`src/rtl/board_pkg.sv`:
```
// Shared Warships board definitions: cell encoding, default board geometry
// and an address range helper.
package board_pkg;

    localparam int unsigned BOARD_X_SIZE       = 16;
    localparam int unsigned BOARD_Y_SIZE       = 16;
    localparam int unsigned BOARD_X_ADDR_WIDTH = 4;
    localparam int unsigned BOARD_Y_ADDR_WIDTH = 4;
    localparam int unsigned BOARD_DATA_WIDTH   = 2;

    typedef enum logic [1:0] {
        EMPTY = 2'd0,
        SHIP  = 2'd1,
        HIT   = 2'd2,
        MISS  = 2'd3
    } cell_state_t;

    // True when column x and row y both fall inside the board.
    function automatic logic addr_in_range(input int unsigned x,
                                           input int unsigned y,
                                           input int unsigned x_size,
                                           input int unsigned y_size);
        return (x < x_size) && (y < y_size);
    endfunction

endpackage

```
`src/rtl/board_memory.sv`:
```
// Game-board storage: register array with one write port (game logic) and
// one registered read port (renderer) on a shared clock. Reset clears it all.
module board_memory
    import board_pkg::*;
#(
    parameter int unsigned X_SIZE       = BOARD_X_SIZE,
    parameter int unsigned Y_SIZE       = BOARD_Y_SIZE,
    parameter int unsigned X_ADDR_WIDTH = BOARD_X_ADDR_WIDTH,
    parameter int unsigned Y_ADDR_WIDTH = BOARD_Y_ADDR_WIDTH,
    parameter int unsigned DATA_WIDTH   = BOARD_DATA_WIDTH
) (
    input  logic                                 clk,
    input  logic                                 rst,
    input  logic [Y_ADDR_WIDTH+X_ADDR_WIDTH-1:0] write_addr,
    input  logic [DATA_WIDTH-1:0]                write_data,
    input  logic                                 write_enable,
    input  logic [Y_ADDR_WIDTH+X_ADDR_WIDTH-1:0] read_addr,
    output logic [DATA_WIDTH-1:0]                read_data
);

    localparam int unsigned CELLS = X_SIZE * Y_SIZE;
    localparam int unsigned IDX_W = (CELLS > 1) ? $clog2(CELLS) : 1;

    logic [DATA_WIDTH-1:0]   cells [CELLS];

    logic [X_ADDR_WIDTH-1:0] write_x, read_x;
    logic [Y_ADDR_WIDTH-1:0] write_y, read_y;
    logic                    write_valid, read_valid;
    logic [IDX_W-1:0]        write_index, read_index;

    assign {write_y, write_x} = write_addr;
    assign {read_y, read_x}   = read_addr;

    // Decode both {y, x} addresses into a linear cell index plus an in-range flag.
    always_comb begin
        write_valid = addr_in_range(32'(write_x), 32'(write_y), X_SIZE, Y_SIZE);
        read_valid  = addr_in_range(32'(read_x), 32'(read_y), X_SIZE, Y_SIZE);
        write_index = IDX_W'(32'(write_y) * X_SIZE + 32'(write_x));
        read_index  = IDX_W'(32'(read_y) * X_SIZE + 32'(read_x));
    end

    // Cell array: cleared on reset, otherwise one in-range cell written per strobe.
    always_ff @(posedge clk) begin
        if (rst) begin
            for (int unsigned i = 0; i < CELLS; i++) begin
                cells[IDX_W'(i)] <= '0;
            end
        end else if (write_enable && write_valid) begin
            cells[write_index] <= write_data;
        end
    end

    // Registered read; samples the array before this edge's write, so a
    // same-cell read and write returns the old value. Out-of-range reads give 0.
    always_ff @(posedge clk) begin
        if (rst) begin
            read_data <= '0;
        end else if (read_valid) begin
            read_data <= cells[read_index];
        end else begin
            read_data <= '0;
        end
    end

endmodule

```
`config.mk`:
```
export PLATFORM = sky130hd
export DESIGN_NAME = board_memory
export DESIGN_NICKNAME = d
export VERILOG_FILES = /design/src/rtl/board_pkg.sv /design/src/rtl/board_memory.sv
export SDC_FILE = /design/constraint.sdc
export NUM_CORES = 1
export LEC_CHECK = 0
export BUFFER_PORTS_ARGS = -buffer_cell sky130_fd_sc_hd__buf_2
export CAP_MARGIN = 20
export CORE_ASPECT_RATIO = 1.25
export CORE_MARGIN = 2
export CORE_UTILIZATION = 58
export DETAILED_ROUTE_END_ITERATION = 8
export GPL_TIMING_DRIVEN = 1
export PLACE_DENSITY = 0.77
export SLEW_MARGIN = 10
export SYNTH_ARGS = -nofsm -noshare
export SYNTH_HDL_FRONTEND = slang
export SYNTH_SLANG_ARGS = --single-unit
```
`constraint.sdc`:
```
create_clock -name clk -period 2.4 [get_ports clk]
set_clock_uncertainty 0.15 [all_clocks]
set_input_delay 0.36 -clock clk [delete_from_list [all_inputs] [get_ports clk]]
set_output_delay 0.36 -clock clk [all_outputs]
set_load 0.005 [all_outputs]
```
After elaboration in Yosys (flattened, before gate mapping)
Memory sizes are Yosys's and may differ from the RTL's. A register that Yosys moved wholly into a read port is not among the register bits.
Cells that the tools add are included.
{"block": "word_totals", "register_bits": 0, "latch_bits": 0, "ramBits": 512, "romBits": 0, "input_bits": 21, "out_inout_bits": 2, "word_cells": 12, "mem_count": 1}
{"memory": "cells", "depth": 256, "width": 2, "rd": 1, "rd_ports_with_merged_regs": 1, "write_ports": 256, "line_no": "board_memory.sv:24", "rtl": "logic [DATA_WIDTH-1:0] cells [CELLS];"}
{"block": "classes", "n_addsub": 2, "mul": 0, "n_div": 0, "n_lt_le_gt_ge": 0, "n_eq_ne": 0, "n_shift": 0, "mux": 8, "bitwise": 0, "reduce_logical": 1}
{"operator": "$add 8x4->8", "count": 2}
{"operator": "$mux 8", "count": 1}
{"operator": "$mux 1", "count": 6}
{"operator": "$mux 2", "count": 1}
{"operator": "$reduce_or 2->1", "count": 1}

Logic depth before layout (Yosys ltp)
Gate-level depths: netlist of run 1.
{"block": "logic_depth", "depth_word": 5, "depth_mapped": 10, "mapped_depth_nobuf": 6}

Worst setup path before layout of run 1
No wires, ideal clock.
{"block": "synth_path", "path_kind": "in2reg", "from": "in rst", "to": "mem cells[242][0] (netlist name) (enable)", "arrival_time_ns": 1.832, "t_required_ns": 1.954, "setup_slack_ns": 0.123, "stages": 7, "path_buffers": 4, "cell_sequence": "buf_2 nand2b_1 buf_2 buf_1 nor4_1 clkbuf_1 a21o_1"}
{"item": "start: declaration", "line_no": "board_memory.sv:13", "rtl": "input logic rst,"}
{"item": "end: declaration", "line_no": "board_memory.sv:24"}

==> results of run 1 <==
==> metrics by stage <==
stage               hold slack (ns)  cell area, um^2  setup WS, ns
finish                       0.0779            29000        0.0832
global route                 0.0735            29000        0.0353
CTS                          0.0660            29000       0.00982
detailed placement            0.642            27500        -0.425
global placement              0.615            27500        -0.349
floorplan                     0.494            25500         0.123
==> power groups by stage <==
stage / Clock, mW / Combinational [mW] / Sequential [mW]
floorplan: 0 / 1.16 / 10.5
global placement: 0 / 1.75 / 10.6
detailed placement: 0 / 1.79 / 10.6
CTS: 7.65 / 1.81 / 10.5
global route: 7.97 / 1.92 / 10.5
finish: 7.66 / 1.85 / 10.5
==> worst register-to-register path, delay by kind of cell (launching register included) <==
family          cells  cell delay, ns
flops               1            0.38
buf+inv             1            0.20
simple gates        1            0.11
compound gates      3            0.50
mux                 2            0.84
==> cell families after synthesis <==
family,after synthesis,synth area share
muxes,164,0.119
AOI/OAI and AO/OA,358,0.105
and+or+nand+nor,722,0.128
DFF,514,0.604
buffers and inverters,216,0.0438
==> layout make-up <==
| type | instances | area share |
|---|---|---|
| repair buffers | 233 | 0.0771 |
| multi-input cells | 1244 | 0.314 |
| flip-flops and latches | 514 | 0.531 |
| inverters | 3 | 0.000388 |
| clock buffers | 57 | 0.0432 |
| well taps | 565 | 0.0243 |
| clock inverters | 30 | 0.0101 |
==> cells in the mapped netlist, types with 5 or more instances <==
| master | n | share of area |
|---|---|---|
| clkbuf_1 | 160 | 0.024 |
| a21o_1 | 256 | 0.075 |
| mux2i_1 | 64 | 0.025 |
| nand2_1 | 67 | 0.0099 |
| nor2b_1 | 7 | 0.0017 |
| o31ai_1 | 5 | 0.0015 |
| o22ai_1 | 24 | 0.0059 |
| mux4_1 | 45 | 0.046 |
| o221ai_1 | 14 | 0.0048 |
| nand2b_1 | 13 | 0.0032 |
| nand3_1 | 9 | 0.0018 |
| nor3_1 | 28 | 0.0055 |
| nor4_1 | 10 | 0.0025 |
| a22oi_1 | 11 | 0.0032 |
| buf_2 | 21 | 0.0041 |
| and3_1 | 99 | 0.024 |
| buf_4 | 5 | 0.0015 |
| clkbuf_8 | 5 | 0.0027 |
| buf_6 | 6 | 0.0026 |
| a21oi_1 | 13 | 0.0025 |
| nand4_1 | 6 | 0.0015 |
| o21ai_0 | 5 | 0.00098 |
| nor3_2 | 8 | 0.0031 |
| nor2_1 | 443 | 0.065 |
| buf_8 | 9 | 0.0053 |
| edfxtp_1 | 512 | 0.60 |
| mux4_2 | 54 | 0.048 |
==> flip-flops by register name, indices dropped and copies added, names as in the netlist <==
register / cells
read_data: 2
cells: 512
==> worst paths after layout <==
kind,slack (ns),startpoint,endpoint
setup / recovery,0.08,cells[99][1],read_data[1]
hold / removal,0.08,rst,cells[140][0]
setup reg to reg,0.08,cells[99][1],read_data[1]
hold reg to reg,0.80,cells[212][0],read_data[0]
==> per-layer routing <==
metal | part of all wire | GRT usage | vias up
li1 | - | - | 7551
met1 | 0.31 | 0.394 | 8866
met2 | 0.47 | 0.549 | 1356
met3 | 0.12 | 0.0731 | 372
met4 | 0.090 | 0.257 | 6
met5 | 0.00050 | 0 | -
==> repair_timing <==
| item | in CTS | in global routing |
|---|---|---|
| hold endpoints to repair | 0 | 0 |
| pin swaps | 0 | 1 |
| gates resized for setup | 3 | 1 |
| endpoints found under the setup margin | 1 | 1 |
| gates cloned | 0 | 0 |
==> impl_metrics.ini, run 1 <==
[run_status]
status = finished, final reports clean

[timing]
max_freq_mhz = 432
drv_slew = 0
tns_ns = 0
slew_headroom = 0.228
min_period_ns = 2.32
hold_violations = 0
rsz0062_at_grt = false
min_period_over_period = 0.965
worstMarginPinSlew_ns = 1.16
finalSetupViolCount = 0

[clock_tree]
clock_sinks = 514
numCtsBuffers = 48
clockBufferDepth = 3
insertion_delay_ns = 0.58
cts_tree = yes
cts_root_buffer = clkbuf_16
cts_setup_buffers = 0
htreeDepth = 2
cts-hold-fix-buffers = 0
clk_pin_slew_ns = 0.07

[logic_synthesis]
syn_nets = 1995
yosysSeqAreaShare = 0.604
syn_area_um2 = 25500
yosysWarnings = 0
synth_cell_type_count = 66
netlist_instances = 1974
synth_edf_count = 512
synthArstFlopShare = 0
ys.flop_type = edfxtp_1
ys_ff_latch = 514
synth.avg_cell_area_um2 = 12.9

[drt]
vias = 18200
routed_via_density = 6.86
firstDrtPassIters = 6
antenna_left = 0
finalWirelength_mm = 76.3
drtIter0Drc = 2306
drc = 0
wl_per_cell_um = 28.8

[floorplanning]
rows = 85
core-area_um2 = 43300
dieArea_um2 = 45700
die_w_um = 192
ioPinCount = 23
start_util = 0.590
die_h_um = 239

[power_and_ir_drop]
total_power_mw = 20.0
p_per_area_nw_per_um2 = 687
intPower_mw = 15.4
ir_drop_v = 0.000510
swShare = 0.231
switchingPower_mw = 4.61
sequentialPowerShare = 0.524
combPwrFrac = 0.093
p_leak_nw = 11.2
clockPowerShare = 0.384

[final_layout]
seqCellArea_um2 = 15400
multi_input_area_um2 = 9130
fill_cells = 2872
final_common_cell = edfxtp_1
final_cell_mix = edfxtp_1 (512), nor2_1 (443), a21o_1 (256)
final_util = 0.671
antenna-diode-count = 0
nets = 2065
layout-drive-gt1-share = 0.189
syn_to_final_growth_pct = 13.8
stdcell_count = 2646

[critical_path]
slowest_delay_ns = 0.51
crit_slowest_cell = mux4_1
ff2ff_path_depth = 7
cp_num_cells = 7
critical-path-top-delay-family = multiplexers
endpoint_kind = register
crit_type = register to register
worstPathRequired_ns = 2.70
crit_arrival_ns = 2.61
cp_num_buf_inv = 1
crit_fanout = 1
critPathLaunchType = register
cp_cell_sequence = mux4_1, mux2_2, a2111oi_4, buf_4, a2111oi_1, nand4_1, o41ai_1

[placement]
gp_congestion = 0.982
dp_hpwl_mm = 51.2
dp_cells = 2559
io_buffers = 22

[global_route]
grt.total_usage = 0.338
first_global_vias = 18500
grt_overflow_total = 0
grt_max_degree = 164
antenna_found_initial = 3
grt_pass1_wl_mm = 113

[hold_path]
hold_path_class = primary input to register
hold_depth = 2

[flow_run]
maxCapViolCount = 0
Power figures use the tool's default switching activity.
==> inputs of run 2 (changes only) <==
--- a/config.mk
+++ b/config.mk
@@ -13,6 +13,7 @@
 export DETAILED_ROUTE_END_ITERATION = 8
 export GPL_TIMING_DRIVEN = 1
 export PLACE_DENSITY = 0.77
+export RECOVER_POWER = 50
 export SLEW_MARGIN = 10
 export SYNTH_ARGS = -nofsm -noshare
 export SYNTH_HDL_FRONTEND = slang
==> impl_metrics.ini, run 2 (synthesis gave the netlist of run 1 again) <==
[drt]
drc = 0
finalWirelength_mm = 76.2
wl_per_cell_um = 28.8
vias = 18100
routed_via_density = 6.82
firstDrtPassIters = 6
drtIter0Drc = 2332
antenna_left = 0

[floorplanning]
rows = 85
start_util = 0.590
dieArea_um2 = 45700
die_w_um = 192
die_h_um = 239
ioPinCount = 23
core-area_um2 = 43300

[timing]
hold_violations = 0
rsz0062_at_grt = false
min_period_over_period = 1.02
fin_ws_ns = -0.0555
min_period_ns = 2.46
finalSetupViolCount = 16
max_freq_mhz = 407
slew_headroom = 0.231
worstMarginPinSlew_ns = 1.15
drv_slew = 0

[flow_run]
maxCapViolCount = 0

[final_layout]
final_common_cell = edfxtp_1
largest_reg_flops = 512
fill_cells = 2954
final_cell_mix = edfxtp_1 (512), nor2_1 (443), a21o_1 (256)
largest-register = cells
nets = 2065
syn_to_final_growth_pct = 11.9
top_regs = cells: 512 flops, read_data: 2 flops
layout-drive-gt1-share = 0.174

[hold_path]
worst_hold_path.endpoint = cells[140][0]
hold_start = rst
hold_path_class = primary input to register
hold_depth = 2

[run_status]
violations = negative setup slack
status = complete, but fails checks

[clock_tree]
insertion_delay_ns = 0.58
cts_root_buffer = clkbuf_16
clockBufferDepth = 3
htreeDepth = 2
cts_tree = yes
clock_sinks = 514
numCtsBuffers = 48
cts_setup_buffers = 0
clk_pin_slew_ns = 0.07

[placement]
io_buffers = 22
place_ws_ns = -0.425
gp_congestion = 0.982
dp_hpwl_mm = 51.2

[critical_path]
r2r_setup_slack_ns = 0.08
crit_fanout = 18
reg2reg_from = cells[105][1]
endpoint_kind = register
timing.rr.end = read_data[1]
worstPathRequired_ns = 2.54
crit_type = primary input to register
critPathLaunchType = primary input
crit_arrival_ns = 2.59
ff2ff_path_depth = 8
crit_start = rst

[global_route]
grt.total_usage = 0.338
grt_max_degree = 164
first_global_vias = 18500
grt_pass1_wl_mm = 113
antenna_found_initial = 3
grt_overflow_total = 0

[power_and_ir_drop]
total_power_mw = 19.9
p_per_area_nw_per_um2 = 698
p_leak_nw = 11.0
ir_drop_v = 0.000510
==> run 2: repair_timing <==
action / in CTS / in global routing
hold buffers: 0 / 0
pin swaps: 0 / 1
resized for setup: 3 / 1
setup endpoints to repair: 1 / 1
==> run 2: metal layers <==
layer / vias up / track usage / part of all wire
li1: 7546 / - / -
met1: 8876 / 0.394 / 0.32
met2: 1266 / 0.549 / 0.48
met3: 362 / 0.0731 / 0.12
met4: 6 / 0.257 / 0.090
met5: - / 0 / 0.00050
==> run 2: through the flow <==
stage	instances	utilization	setup TNS [ns]	hold WS, ns	instance area, um^2
floorplan	1974	-	0	0.494	25500
global placement	2559	0.635	-0.549	0.615	27500
detailed placement	2559	0.635	-0.608	0.642	27500
CTS	2646	0.671	0	0.0660	29000
global route	2646	0.660	0	0.0735	28600
finish	2649	0.660	-0.758	0.0787	28600
==> run 2: final cells by class <==
cell class / instances / area [um^2] / area share
flip-flops and latches: 514 / 15400 / 0.540
diodes: 3 / 7.51 / 0.000263
repair buffers: 233 / 1850 / 0.0649
multi-input cells: 1244 / 9020 / 0.316
well taps: 565 / 707 / 0.0248
clock buffers: 57 / 1260 / 0.0440
inverters: 3 / 11.3 / 0.000394
clock inverters: 30 / 293 / 0.0103
==> run 2: how the worst max path moves through the flow <==
stage	to	cells past startpoint
4_1_cts	read_data[1]	7
3_5_place_dp	read_data[1]	8
5_1_grt	cells[3][0]	6
6_report	cells[179][1]	6
2_1_floorplan	cells[242][0]	7
3_3_place_gp	read_data[1]	8
==> run 2: critical path, cell delays in order <==
cell and delay (ns):
clkbuf_8 0.15, nand2b_1 0.16, clkbuf_2 0.32, nor4_1 0.56, dlymetal6s2s_1 0.78, a21o_1 0.25
==> run 2: power by group <==
part           total (mW)  internal [mW]  switching (mW)  leakage, nW
Sequential           10.5           10.3           0.159         4.88
Combinational        1.82          0.753            1.07         5.40
Clock                7.65           4.29            3.36        0.748
==> inputs of run 3 (changes only) <==
--- a/config.mk
+++ b/config.mk
@@ -8,11 +8,12 @@
 export BUFFER_PORTS_ARGS = -buffer_cell sky130_fd_sc_hd__buf_2
 export CAP_MARGIN = 20
 export CORE_ASPECT_RATIO = 1.25
-export CORE_MARGIN = 2
-export CORE_UTILIZATION = 58
+export CORE_MARGIN = 10
+export CORE_UTILIZATION = 60
+export CTS_BUF_LIST = sky130_fd_sc_hd__clkbuf_8
 export DETAILED_ROUTE_END_ITERATION = 8
 export GPL_TIMING_DRIVEN = 1
-export PLACE_DENSITY = 0.77
+export PLACE_DENSITY = 0.79
 export RECOVER_POWER = 50
 export SLEW_MARGIN = 10
 export SYNTH_ARGS = -nofsm -noshare
==> impl_metrics.ini, run 3 (synthesis gave the netlist of run 1 again) <==
[clock_tree]
htreeDepth = 3
cts_root_buffer = clkbuf_8
clock_sinks = 514
cts_tree = yes
insertion_delay_ns = 0.67
cts_setup_buffers = 0
clockBufferDepth = 3
clk_pin_slew_ns = 0.06
numCtsBuffers = 79

[drt]
finalWirelength_mm = 78.7
drtIter0Drc = 2947
routed_via_density = 6.89
wl_per_cell_um = 29.1
antenna_left = 0
drc = 0
firstDrtPassIters = 6
vias = 18600

[critical_path]
crit_start = rst
crit_slowest_cell = clkbuf_1
critPathMostFrequentCell = clkbuf_1
critical-path-top-delay-family = buffers and inverters
cp_num_buf_inv = 3
slowest_delay_ns = 0.81
reg2reg_from = cells[96][1]
endpoint_kind = register
crit_fanout = 26
worstPathRequired_ns = 2.60
crit_type = primary input to register
crit_arrival_ns = 2.68
critPathLaunchType = primary input
cp_cell_sequence = clkbuf_1, nor2b_1, clkbuf_1, nand2_1, buf_2, nor2_1

[global_route]
first_global_vias = 18800
gr-usage-met3 = 0.0861
antenna_found_initial = 1
grt.total_usage = 0.307
grt_use_met1 = 0.360
grt_overflow_total = 0
grt_max_degree = 145
busiest_layer = met2
grt_pass1_wl_mm = 116
gr-usage-met2 = 0.485

[placement]
io_buffers = 22
dp_hpwl_mm = 51.4
gp_congestion = 1.03

[timing]
hold_violations = 0
min_period_ns = 2.48
finalSetupViolCount = 152
worstMarginPinSlew_ns = 1.13
max_freq_mhz = 403
drv_slew = 0
min_period_over_period = 1.03
slew_headroom = 0.246
fin_ws_ns = -0.0812

[floorplanning]
ioPinCount = 23
die_h_um = 251
start_util = 0.607
core-area_um2 = 42000
die_w_um = 204
dieArea_um2 = 51200
rows = 84

[final_layout]
largest_reg_flops = 512
layout-drive-gt1-share = 0.191
final_common_cell = edfxtp_1
syn_to_final_growth_pct = 12.7
top_regs = cells: 512 flops, read_data: 2 flops
nets = 2103
final_cell_mix = edfxtp_1 (512), nor2_1 (443), a21o_1 (256)
fill_cells = 2833
seqCellArea_um2 = 15400
multi_input_area_um2 = 9040
final_util = 0.684
largest-register = cells

[power_and_ir_drop]
p_per_area_nw_per_um2 = 680
p_leak_nw = 11.2
total_power_mw = 19.5
ir_drop_v = 0.000348

[hold_path]
hold_path_class = primary input to register
hold_start = read_addr[7]

[flow_run]
maxCapViolCount = 0

[run_status]
status = complete, but fails checks
violations = negative setup slack
[run 3: cell types whose count changed in the layout (fill, tap and decap cells not counted), sizes merged]
cell          before  now
buf              194  214
clkinvlp           4    2
clkinv            17   29
clkbuf            95  107
dlymetal6s2s       1    0
bufinv             5    6
inv                7   25
[run 3: power breakdown]
group	switching [mW]	internal (mW)	leakage (nW)	total [mW]
Clock	3.46	3.78	0.843	7.24
Sequential	0.158	10.3	4.88	10.5
Combinational	1.08	0.768	5.49	1.85
Total	4.70	14.8	11.2	19.5
[run 3: layer usage]
metal	up-vias	wire length, um
li1	7648	-
met1	9037	24500
met2	1529	37000
met3	408	10600
met4	0	6560
met5	-	0
[run 3: per-stage QoR]
step	cells	hold WS [ns]	setup WS, ns	TNS [ns]	instance area, um^2
CTS	2700	0.00638	0.0417	0	29100
global placement	2560	0.666	-0.341	-0.462	27600
floorplan	1974	0.494	0.123	0	25500
global route	2701	0.186	-0.00294	-0.00294	28800
finish	2703	0.194	-0.0812	-2.87	28800
detailed placement	2560	0.663	-0.390	-0.540	27600
[run 3: final timing paths]
check            endpoint  slack [ns]  depth (start not counted)
max          cells[81][1]       -0.08                          6
min          read_data[1]        0.19                          6
max reg2reg  read_data[1]        0.02                          7
min reg2reg  read_data[0]        0.83                          5
[run 3: worst register-to-register path, stage by stage, from the launching register on]
cell	delay [ns]
edfxtp_1	0.40
mux4_1	0.50
mux2_2	0.29
a2111oi_1	0.43
buf_4	0.22
a2111oi_1	0.06
nand4_1	0.12
o41ai_1	0.07
[run 3: area by class of cell]
| class | instances | area share |
|---|---|---|
| Tap cell | 559 | 0.0243 |
| Inverter | 3 | 0.000391 |
| Sequential cell | 514 | 0.536 |
| Multi-Input combinational cell | 1244 | 0.314 |
| Timing Repair Buffer | 240 | 0.0723 |
| Clock inverter | 59 | 0.0139 |
| Clock buffer | 81 | 0.0388 |
| Antenna cell | 3 | 0.000261 |
[run 3: what timing repair did]
| item | in CTS | in global routing |
|---|---|---|
| resized for setup | 0 | 2 |
| hold buffers | 0 | 0 |
| setup endpoints to repair | 0 | 2 |
